### src/rtl/init_reset_sequencer.sv
// Fabric reset sequencer: waits for device init + bank calibration, qualifies PLL lock,
// holds reset for a fixed count, then releases; re-arms on lock/init/external reset loss.

module init_reset_sequencer_sync #(
    parameter logic RST_VAL = 1'b0
) (
    input  logic clk,
    input  logic rst_n,
    input  logic d,
    output logic q
);
    logic meta;

    always_ff @(posedge clk or negedge rst_n) begin
        if (!rst_n) begin
            meta <= RST_VAL;
            q    <= RST_VAL;
        end else begin
            meta <= d;
            q    <= meta;
        end
    end
endmodule

module init_reset_sequencer #(
    parameter int unsigned HOLD_CYCLES = 16,
    parameter int unsigned LOCK_FILTER = 4,
    parameter logic [3:0]  CALIB_MASK  = 4'b1111
) (
    input  logic       CLK,
    input  logic       RESETN,
    input  logic       EXT_RST_N,
    input  logic       DEVICE_INIT_DONE,
    input  logic [3:0] CALIB_STATUS,
    input  logic       PLL_LOCK,
    output logic       FABRIC_RESET_N,
    output logic       CALIB_DONE,
    output logic [1:0] SEQ_STATE,
    output logic [7:0] LOCK_LOST_CNT
);
    localparam int NSYNC = 7;
    // Only the external reset request idles high so a fresh reset does not look like a request.
    localparam logic [NSYNC-1:0] SYNC_RST = 7'b100_0000;

    typedef enum logic [1:0] {
        WAIT_INIT = 2'd0,
        WAIT_LOCK = 2'd1,
        HOLD      = 2'd2,
        RUN       = 2'd3
    } seq_state_t;

    logic [NSYNC-1:0] async_in;
    logic [NSYNC-1:0] sync_out;
    logic             ext_rst_n_s;
    logic             init_done_s;
    logic [3:0]       calib_s;
    logic             pll_lock_s;
    logic             calib_ok;
    logic             init_ok;

    seq_state_t  state;
    seq_state_t  state_nxt;
    logic [15:0] cnt;
    logic [15:0] cnt_nxt;
    logic        cnt_inc;
    logic        lock_lost;

    assign async_in = {EXT_RST_N, DEVICE_INIT_DONE, CALIB_STATUS, PLL_LOCK};

    for (genvar i = 0; i < NSYNC; i++) begin : g_sync
        init_reset_sequencer_sync #(.RST_VAL(SYNC_RST[i])) u_sync (
            .clk   (CLK),
            .rst_n (RESETN),
            .d     (async_in[i]),
            .q     (sync_out[i])
        );
    end

    assign {ext_rst_n_s, init_done_s, calib_s, pll_lock_s} = sync_out;

    assign calib_ok = &(calib_s | ~CALIB_MASK);
    assign init_ok  = init_done_s & calib_ok;

    always_comb begin
        state_nxt = state;
        cnt_inc   = 1'b0;
        if (!ext_rst_n_s || !init_ok) begin
            state_nxt = WAIT_INIT;
        end else begin
            case (state)
                WAIT_INIT: state_nxt = WAIT_LOCK;
                WAIT_LOCK: begin
                    if (pll_lock_s) begin
                        if (cnt == 16'(LOCK_FILTER - 1)) state_nxt = HOLD;
                        else                             cnt_inc   = 1'b1;
                    end
                end
                HOLD: begin
                    if (!pll_lock_s)                      state_nxt = WAIT_LOCK;
                    else if (cnt == 16'(HOLD_CYCLES - 1)) state_nxt = RUN;
                    else                                  cnt_inc   = 1'b1;
                end
                RUN: if (!pll_lock_s) state_nxt = WAIT_LOCK;
                default: state_nxt = WAIT_INIT;
            endcase
        end
    end

    // Counting only ever happens while staying put, so anything else (state change,
    // lock dropped in WAIT_LOCK, idle states) clears the shared counter.
    assign cnt_nxt   = cnt_inc ? cnt + 16'd1 : 16'd0;
    assign lock_lost = (state == RUN) && (state_nxt == WAIT_LOCK);

    always_ff @(posedge CLK or negedge RESETN) begin
        if (!RESETN) begin
            state          <= WAIT_INIT;
            cnt            <= 16'd0;
            FABRIC_RESET_N <= 1'b0;
            CALIB_DONE     <= 1'b0;
            LOCK_LOST_CNT  <= 8'd0;
        end else begin
            state          <= state_nxt;
            cnt            <= cnt_nxt;
            FABRIC_RESET_N <= (state_nxt == RUN);
            CALIB_DONE     <= calib_ok;
            if (lock_lost && (LOCK_LOST_CNT != 8'hFF))
                LOCK_LOST_CNT <= LOCK_LOST_CNT + 8'd1;
        end
    end

    assign SEQ_STATE = state;
endmodule

### config.mk
export PLATFORM = sky130hd
export DESIGN_NAME = init_reset_sequencer
export DESIGN_NICKNAME = d
export VERILOG_FILES = /design/src/rtl/init_reset_sequencer.sv
export SDC_FILE = /design/constraint.sdc
export NUM_CORES = 1
export LEC_CHECK = 0
export ABC_AREA = 0
export CAP_MARGIN = 20
export CORE_AREA = 5 5 66 68
export DETAILED_ROUTE_END_ITERATION = 10
export DIE_AREA = 0 0 71 73
export GPL_TIMING_DRIVEN = 0
export PLACE_DENSITY = 0.76
export SKIP_LAST_GASP = 1
export SYNTH_ARGS = -nofsm -noshare
export SYNTH_HDL_FRONTEND = slang
export SYNTH_SLANG_ARGS = --single-unit
### constraint.sdc
create_clock -name CLK -period 2.4 [get_ports CLK]
set_clock_uncertainty 0.05 [all_clocks]
set_input_delay 0.24 -clock CLK [delete_from_list [all_inputs] [get_ports CLK]]
set_output_delay 0.24 -clock CLK [all_outputs]
set_load 0.02 [all_outputs]
; ---- After elaboration in Yosys (flattened, before gate mapping)
; Cells that the tools add are included.
[word_totals]
elab_cells = 51
output_inout_bits = 12
regBits = 42
[op_classes]
n_addsub = 2
n_mux = 14
reduce_logical = 7
n_bitwise = 1
eq_ne = 8
[ops]
columns = cell, count
row1 = adder 16 x 1 -> 16 bit (second input constant), 1
row2 = equality test 16 x 2 -> 1 bit (second input constant), 1
row3 = equality test 16 x 4 -> 1 bit (second input constant), 1
row4 = 2-to-1 mux 16 bit, 1
row5 = 2-to-1 mux 2 bit, 6
row6 = adder 8 x 1 -> 8 bit (second input constant), 1
row7 = inequality test 8 bit (second input constant), 1
row8 = case mux 2 bit (4 select lines), 1
row9 = equality test 2 bit (second input constant), 3
row10 = 2-to-1 mux 1 bit, 5
row11 = equality test 2 x 1 -> 1 bit (second input constant), 2
row12 = AND reduction 4 bit, 1
row13 = logical AND 1 bit, 2
row14 = zero test 1 bit, 2
row15 = zero test 2 bit, 1
row16 = case mux 1 bit (2 select lines), 1
row17 = bitwise AND 1 bit, 1
row18 = logical OR 1 bit, 1

; ---- Longest topological paths before layout
; Gate-level depths: netlist of the first run.
[depth]
ltp_word = 8
depth_mapped = 7
ltp_nobuf = 7

; ---- Hierarchy
; Synthesis of the first run repeated with hierarchy kept, for this count alone.
[unflattened]
hier_cells = 163
hier_area_um2 = 1843.0
[modules_own_cells]
columns = module, seq_area_each_um2, n_inst, cells_per_inst, area_each_um2
row1 = init_reset_sequencer, 700.7, 1, 149, 1490.2
row2 = init_reset_sequencer_sync at g_sync[0].u_sync ..., 50.0, 6, 2, 50.0
row3 = init_reset_sequencer_sync at g_sync[6].u_sync, 52.6, 1, 2, 52.6

; ---- Worst setup path before layout of the first run
; Ideal clock, no wire load.
[synth_path]
path_kind = reg-to-reg
from = reg state[0] (netlist: SEQ_STATE[0])
to = reg LOCK_LOST_CNT[1]
n_path_buf = 0
setup_slack_ns = 0.235
path_stages_with_launch = 8
t_arrival_ns = 1.990
required_ns = 2.225
setup_ns = 0.125
cell_sequence = dfrtp_1 -> inv_1 -> ha_1 -> o21ai_0 -> nor3_1 -> a311oi_1 -> nand3_2 -> mux2_4
[synth_via]
elab_chain_len = 7
word_cells_on_any_way = 14
cone_classes = 4 x eq/ne / 7 x mux / 3 x reduce/logical
[synth_lines]
columns = item, line_no
row1 = from (decl), 61  ; seq_state_t state;
row2 = from (signal assigned), 122  ; state <= state_nxt;
row3 = "2-to-1 mux 2 bit, on equally long branches", "100, 94"
row4 = "2-to-1 mux 2 bit, on equally long branches", "99, 93"
row5 = case mux 2 bit (4 select lines), 90  ; case (state)
row6 = 2-to-1 mux 2 bit, 87  ; if (!ext_rst_n_s || !init_ok) begin
row7 = equality test 2 x 1 -> 1 bit, 112  ; assign lock_lost = (state == RUN) && (state_nxt == WAIT_LOCK);
row8 = logical AND 1 bit (*), 112
row9 = logical AND 1 bit (*), 126  ; if (lock_lost && (LOCK_LOST_CNT != 8'hFF))
row10 = to (signal assigned), 127  ; LOCK_LOST_CNT <= LOCK_LOST_CNT + 8'd1;
row11 = to (decl), 39  ; output logic [7:0] LOCK_LOST_CNT
; Mark *: on every way between the ends. The rest lies on a longest branch, timed or not.
; A chain may end at the register's enable or synchronous reset.

; ---- Worst setup path after layout of the first run
[layout_path]
from = reg cnt[0]
to = reg LOCK_LOST_CNT[6]
[layout_via]
elab_chain_len = 8
word_cells_on_any_way = 11
cone_classes = 3 x eq/ne / 6 x mux / 2 x reduce/logical
[layout_lines]
columns = item, line_no
row1 = from (decl), 63  ; logic [15:0] cnt;
row2 = from (signal assigned), 123  ; cnt <= cnt_nxt;
row3 = equality test 16 x 4 -> 1 bit / equality test 16 x 2 -> 1 bit (equally long branches), "100, 94"
row4 = "2-to-1 mux 2 bit, on equally long branches", "100, 94"
row5 = "2-to-1 mux 2 bit, on equally long branches", "99, 93"
row6 = case mux 2 bit (4 select lines) (*), 90
row7 = 2-to-1 mux 2 bit (*), 87
row8 = equality test 2 x 1 -> 1 bit (*), 112
row9 = logical AND 1 bit (*), 112
row10 = logical AND 1 bit (*), 126
; Marked as above.

==> reports/metrics.cfg, run 1 <==
[synth]
synthTopCellsByArea = dfrtp_1, xnor2_1, nor2_1
async_reset_ff_frac = 1.000
synth.distinct_cells = 39
synth.cell_area_um2 = 1953
synthCells = 173
synth-edff-count = 0
yosys.area.top_type = dfrtp_1
ys_warn_count = 0
synth_xor_area_frac = 0.08072
synth_nets = 188
synth_common_cells = dfrtp_1, nor2_1, xnor2_1
synthFlopType = dfrtp_1
yosysSeqAreaShare = 0.5394
synth_most_common_cell = dfrtp_1
synth_top_area_frac = 0.5125
synth_compound_area_frac = 0.03844
synth-simple-area-share = 0.2607
ys_ff_latch = 42
synth_top_family_by_area = simple AND/OR/NAND/NOR gates
synth_area_per_cell_um2 = 11.29
synthAdderAreaFrac = 0.03844
synthMuxAreaShare = 0.01922

[clock_network]
cts-root-buf = clkbuf_8
post_cts_buffers = 0
clock_sinks = 42
cts_tree = done
htreeDepth = 2
cts_max_path_buffers = 2
cts_buffers = 5
clock_latency_ns = 0.29
cts.clk_slew.worst_paths_ns = 0.08

[timing]
rsz0062_at_grt = false
tns_ns = 0
hold_viol_final = 0
fin_crit_ns = 2.296
min_period_over_period = 0.9567
worst_pin_slew_ns = 0.8818
maxSlewViolCount = 0
hold_ws_ns = 0.01330
fmax_mhz = 435.5
setup_violations = 0
slew_headroom = 0.4122

[grt]
first_global_vias = 1343
grt_pass1_wl_mm = 5.844
grt_max_degree = 43
grt_antenna_before_repair = 0
grt_overflow_total = 0
grtUsageTotal = 0.1443

[final_layout]
drive_above_1_share = 0.1443
syn2layout_area_growth_pct = 18.45
nets = 215
fin_area_um2 = 2313
fin_util = 0.6090
antenna_cells = 0

[die]
initial_core_util = 0.5142
num_io_pins = 21
chipWidth_um = 71
core-area_um2 = 3799
rows = 23
fp.dieH_um = 73
die_area_um2 = 5183

[critical_path]
cp_cell_sequence = ha_1, nor4bb_4, nand4_1, a2111o_1, nand4_1, mux2_1
critPathCapture = LOCK_LOST_CNT[6]
max_stage_delay_ns = 0.58
crit_required_ns = 2.53
start_kind = flip-flop
crit_path_frequent_cell = nand4_1
crit_path_end_kind = flip-flop
arrival_ns = 2.42
r2r_slack_ns = 0.10
reg2reg_depth = 6
cp_max_fo = 8
rr_startpoint = cnt[0]
critPathKind = flip-flop to flip-flop
worst_r2r_endpoint = LOCK_LOST_CNT[6]
cp-startpoint = cnt[0]
critPathSlowestCell = a2111o_1

[route]
drtPass1Iterations = 4
via_per_inst = 5.502
wl_mm = 3.481
antenna_left = 0
drt_iter0_markers = 95
num_vias = 1381
post_drt_wl_per_cell_um = 13.87
route.detailed.drc = 0

[run_status]
run_status = complete, no violations

[power]
p_total_uw = 1219
leakagePower_uw = 0.0009431
ir_worst_vdd_uv = 466.1
pwr_density_cell_nw_per_um2 = 526.9

[place]
dp_hpwl_mm = 2.564
placed_area_um2 = 2211
routabilityCongestion = 0.8116
port_buffers = 20

[run]
cap_violations = 0

[min_path]
hp-class = input pin to asynchronous set/reset pin

## cell families after synthesis
family,after synthesis
compound gates,10
xor+xnor,18
fa+ha+maj,6
buf+inv,11
flops,42
mux,3
simple gates,83
## cells in the final DEF (no fill, tap or decap), types with 2 or more instances in the layout
cell type        instances
xnor2_1                 14
mux2_1                   2
nand4_2                  2
nor3_1                   4
o21ai_0                  2
nor2_1                  28
xor2_1                   4
nand3_1                 11
clkbuf_8                 6
ha_1                     6
dfrtp_1                 40
nand2_1                  9
inv_1                    7
nor4_4                   2
dfstp_2                  2
clkdlybuf4s50_1         19
nand4_1                  9
and3_1                   6
## final cells by class
cell class                      count  area [um^2]
Multi-Input combinational cell    120        860.8
Fill cell                         324         1485
Clock buffer                        6        82.58
Tap cell                           50        62.56
Timing Repair Buffer               20        195.2
Clock inverter                      2        12.51
Inverter                            8        30.03
Sequential cell                    42         1054
Buffer                              3        16.27
## layer usage
layer	part of all wire	up-vias	track usage
met4	0.016	0	0.06889
li1	-	656	-
met5	0	-	0
met1	0.43	683	0.1723
met2	0.50	36	0.2327
met3	0.052	6	0.05234
## stage by stage
stage | cells | setup WS (ns)
floorplan | 173 | 0.2348
global placement | 243 | 0.1098
detailed placement | 243 | 0.07608
CTS | 251 | 0.06821
global route | 251 | 0.008245
finish | 251 | 0.1039
## power breakdown
part / total [uW] / internal, uW / switching [uW]
Clock: 462 / 231 / 231
Combinational: 30.3 / 13.7 / 16.6
Sequential: 727 / 721 / 5.75
Total: 1220 / 966 / 253
## state kept, by name, indices dropped and copies added (netlist names)
| name | flops |
|---|---|
| LOCK_LOST_CNT | 8 |
| CALIB_DONE | 1 |
| g_sync.u_sync.q | 7 |
| g_sync.u_sync.meta | 7 |
| cnt | 16 |
| SEQ_STATE | 2 |
| FABRIC_RESET_N | 1 |
## timing repair
action	CTS	global route
endpoints found under the setup margin	0	11
gates resized for setup	0	3
hold buffers	0	0
## worst min path at each step
stage / slack (ns) / cells past startpoint / start / to
after floorplan: -0.11 / 0 / RESETN / CALIB_DONE
after global placement: 0.28 / 0 / g_sync[3].u_sync.meta / g_sync[3].u_sync.q
after detailed placement: 0.29 / 0 / g_sync[1].u_sync.meta / g_sync[1].u_sync.q
after CTS: 0.04 / 1 / RESETN / cnt[3]
after global routing: 0.10 / 1 / RESETN / cnt[3]
final: 0.01 / 1 / RESETN / cnt[3]
## critical path, delay by kind of cell, from the launching register on
| kind | cells | cell delay, ns |
|---|---|---|
| AO/OA/AOI/OAI | 1 | 0.58 |
| flip-flops | 1 | 0.39 |
| multiplexers | 1 | 0.33 |
| adder cells (fa/ha/maj) | 1 | 0.24 |
| AND/OR/NAND/NOR | 3 | 0.59 |
Note: power is estimated with default switching activity, not from simulation.
==> run 2, diff against run 1 <==
Settings changed: RECOVER_POWER set to 50.
==> run 2 against run 1 <==
The flow now finishes with violations (max-capacitance violations, max-slew violations). Total power barely moved. Die area did not move. Routed wire length fell by 0.17%. Flip-flop and latch count is the same. Clock power barely moved. Register-to-register slack barely moved. Fmax is 0.15% higher. Worst hold slack better by 0.29 ns. Non-clock buffer count stayed put. Via count up 0.22%. Sequential power hardly changed. Critical endpoint unchanged. Largest power group unchanged.
==> reports/metrics.cfg, run 2 (synthesis gave the netlist of run 1 again) <==
[final_layout]
final_common_cell = dfrtp_1  ; unchanged
antenna_cells = 0  ; unchanged
top_regs = cnt: 16 flops, LOCK_LOST_CNT: 8 flops  ; unchanged
nets = 215  ; unchanged
drive_above_1_share = 0.1343  ; was 0.1443
regArea_um2 = 1054  ; unchanged
largest_register = cnt  ; unchanged
largest_register_ff_count = 16  ; unchanged
fin_util = 0.6070  ; was 0.6090
syn2layout_area_growth_pct = 18.07  ; was 18.45%
multi_input_area_um2 = 854.6  ; was 860.8 um^2
layout_common_cells = dfrtp_1, nor2_1, xnor2_1  ; was dfrtp_1, nor2_1, clkdlybuf4s50_1
nFillCells = 325  ; was 324

[grt]
grt_max_degree = 43  ; unchanged
first_global_vias = 1343  ; unchanged
grt-busiest-layer = met2  ; unchanged
grt_pass1_wl_mm = 5.844  ; unchanged
use_met1 = 0.1723  ; unchanged
grt_antenna_before_repair = 0  ; unchanged
grt_overflow_total = 0  ; unchanged
use_met2 = 0.2327  ; unchanged
grtUsageTotal = 0.1443  ; unchanged
use_met3 = 0.05234  ; unchanged

[timing]
maxSlewViolCount = 43  ; was 0
worst_pin_slew_ns = 2.108  ; was 0.8818 ns
hold_viol_final = 0  ; unchanged
min_period_over_period = 0.9553  ; was 0.9567
tns_ns = 0  ; unchanged
setup_violations = 0  ; unchanged
fin_ws_ns = 0.1074  ; was 0.1039 ns
fmax_mhz = 436.2  ; was 435.5 MHz
fin_crit_ns = 2.293  ; was 2.296 ns
rsz0062_at_grt = false  ; unchanged
slew_headroom = -0.4053  ; was 0.4122

[power]
p_total_uw = 1218  ; was 1219 uW
pwr_density_cell_nw_per_um2 = 528.3  ; was 526.9 nW/um^2
p_switching_uw = 255.4  ; was 253.4 uW
ir_worst_vdd_uv = 464.7  ; was 466.1 uV
clkPwrFrac = 0.381  ; was 0.379
swShare = 0.2097  ; was 0.2079
intPower_uw = 962.8  ; was 965.6 uW
p_seq_frac = 0.596  ; about the same
leakagePower_uw = 0.0009375  ; was 0.0009431 uW
comb_power_share = 0.023  ; was 0.025

[route]
wl_mm = 3.475  ; was 3.481 mm
drtPass1Iterations = 4  ; unchanged
antenna_left = 0  ; unchanged
post_drt_wl_per_cell_um = 13.84  ; was 13.87 um
via_per_inst = 5.514  ; was 5.502
drt_iter0_markers = 99  ; was 95
num_vias = 1384  ; was 1,381
route.detailed.drc = 0  ; unchanged

[critical_path]
crit_required_ns = 2.53  ; about the same
critPathKind = flip-flop to flip-flop  ; unchanged
crit_path_frequent_cell = nand4_1  ; unchanged
crit_path_end_kind = flip-flop  ; unchanged
arrival_ns = 2.42  ; about the same
timing.critical_path.buf_inv = 0  ; unchanged
max_stage_delay_ns = 0.58  ; about the same
start_kind = flip-flop  ; unchanged
cp_top_family = simple AND/OR/NAND/NOR gates  ; unchanged
cp_cell_sequence = ha_1, nor4bb_4, nand4_1, a2111o_1, nand4_1, mux2_1  ; unchanged
cp_max_fo = 8  ; unchanged
critPathSlowestCell = a2111o_1  ; unchanged

[die]
rows = 23  ; unchanged
die_area_um2 = 5183  ; unchanged
core-area_um2 = 3799  ; unchanged
fp.dieH_um = 73  ; unchanged
initial_core_util = 0.5142  ; unchanged
num_io_pins = 21  ; unchanged
chipWidth_um = 71  ; unchanged

[run_status]
run_status = complete, but fails checks  ; was complete, no violations
violations = max-capacitance violations, max-slew violations

[place]
port_buffers = 20  ; unchanged
pre_cts_ws_ns = 0.07608  ; unchanged
dp_hpwl_mm = 2.564  ; unchanged
routabilityCongestion = 0.8116  ; unchanged

[clock_network]
post_cts_buffers = 0  ; unchanged
cts_max_path_buffers = 2  ; unchanged
clock_sinks = 42  ; unchanged
htreeDepth = 2  ; unchanged
cts_tree = done  ; unchanged
cts-root-buf = clkbuf_8  ; unchanged
cts_buffers = 5  ; unchanged
cts.clk_slew.worst_paths_ns = 0.07  ; was 0.08 ns
clock_latency_ns = 0.29  ; about the same

[min_path]
hp-class = flip-flop to flip-flop  ; was input pin to asynchronous set/reset pin

[run]
cap_violations = 1  ; was 0

run 2: layout make-up:
class                   count  share of cell area
repair buffers             20             0.08410
inverters                   8             0.01302
well taps                  50             0.02713
clock inverters             2            0.005426
multi-input cells         120              0.3706
plain buffers               3            0.007054
flip-flops and latches     42              0.4569
clock buffers               6             0.03581
run 2: worst reg2reg max path, stage by stage (launching register included):
cell	delay (ns)
dfrtp_1	0.39
ha_1	0.24
nor4bb_4	0.29
nand4_1	0.15
a2111o_1	0.58
nand4_1	0.15
mux2_1	0.33
run 2: metal layers:
layer  vias to the layer above  part of all wire
li1                        655                 -
met1                       677              0.42
met2                        44              0.49
met3                         8             0.063
met4                         0             0.020
met5                         -                 0
run 2: path summary, 6_finish.rpt:
path                                        from                  to  slack (ns)  depth (start not counted)
setup / recovery                          cnt[0]    LOCK_LOST_CNT[6]        0.11                          6
hold / removal             g_sync[1].u_sync.meta  g_sync[1].u_sync.q        0.30                          0
setup reg to reg                          cnt[0]    LOCK_LOST_CNT[6]        0.11                          6
hold reg to reg            g_sync[1].u_sync.meta  g_sync[1].u_sync.q        0.30                          0
max in group asynchronous                 RESETN             cnt[12]        0.60                          1
min in group asynchronous                 RESETN              cnt[3]        0.50                          1
run 2: power by group through the flow:
stage | clock network, uW | logic [uW] | registers [uW]
after global routing | 510 | 32.0 | 728
after global placement | 0 | 31.6 | 740
after floorplan | 0 | 3.67 | 740
after CTS | 477 | 31.5 | 727
final | 464 | 27.6 | 726
after detailed placement | 0 | 31.5 | 741
run 2: repair_timing:
item | CTS | global route
hold buffers | 0 | 0
endpoints found under the setup margin | 0 | 11
resized for setup | 0 | 3
run 2: through the flow:
| step | area [um^2] | hold slack (ns) | cells |
|---|---|---|---|
| 2_1_floorplan | 1953 | -0.1056 | 173 |
| 3_3_place_gp | 2216 | 0.2812 | 243 |
| 3_5_place_dp | 2211 | 0.2863 | 243 |
| 4_1_cts | 2306 | 0.03769 | 251 |
| 5_1_grt | 2306 | 0.3146 | 251 |
| 6_report | 2306 | 0.3016 | 251 |
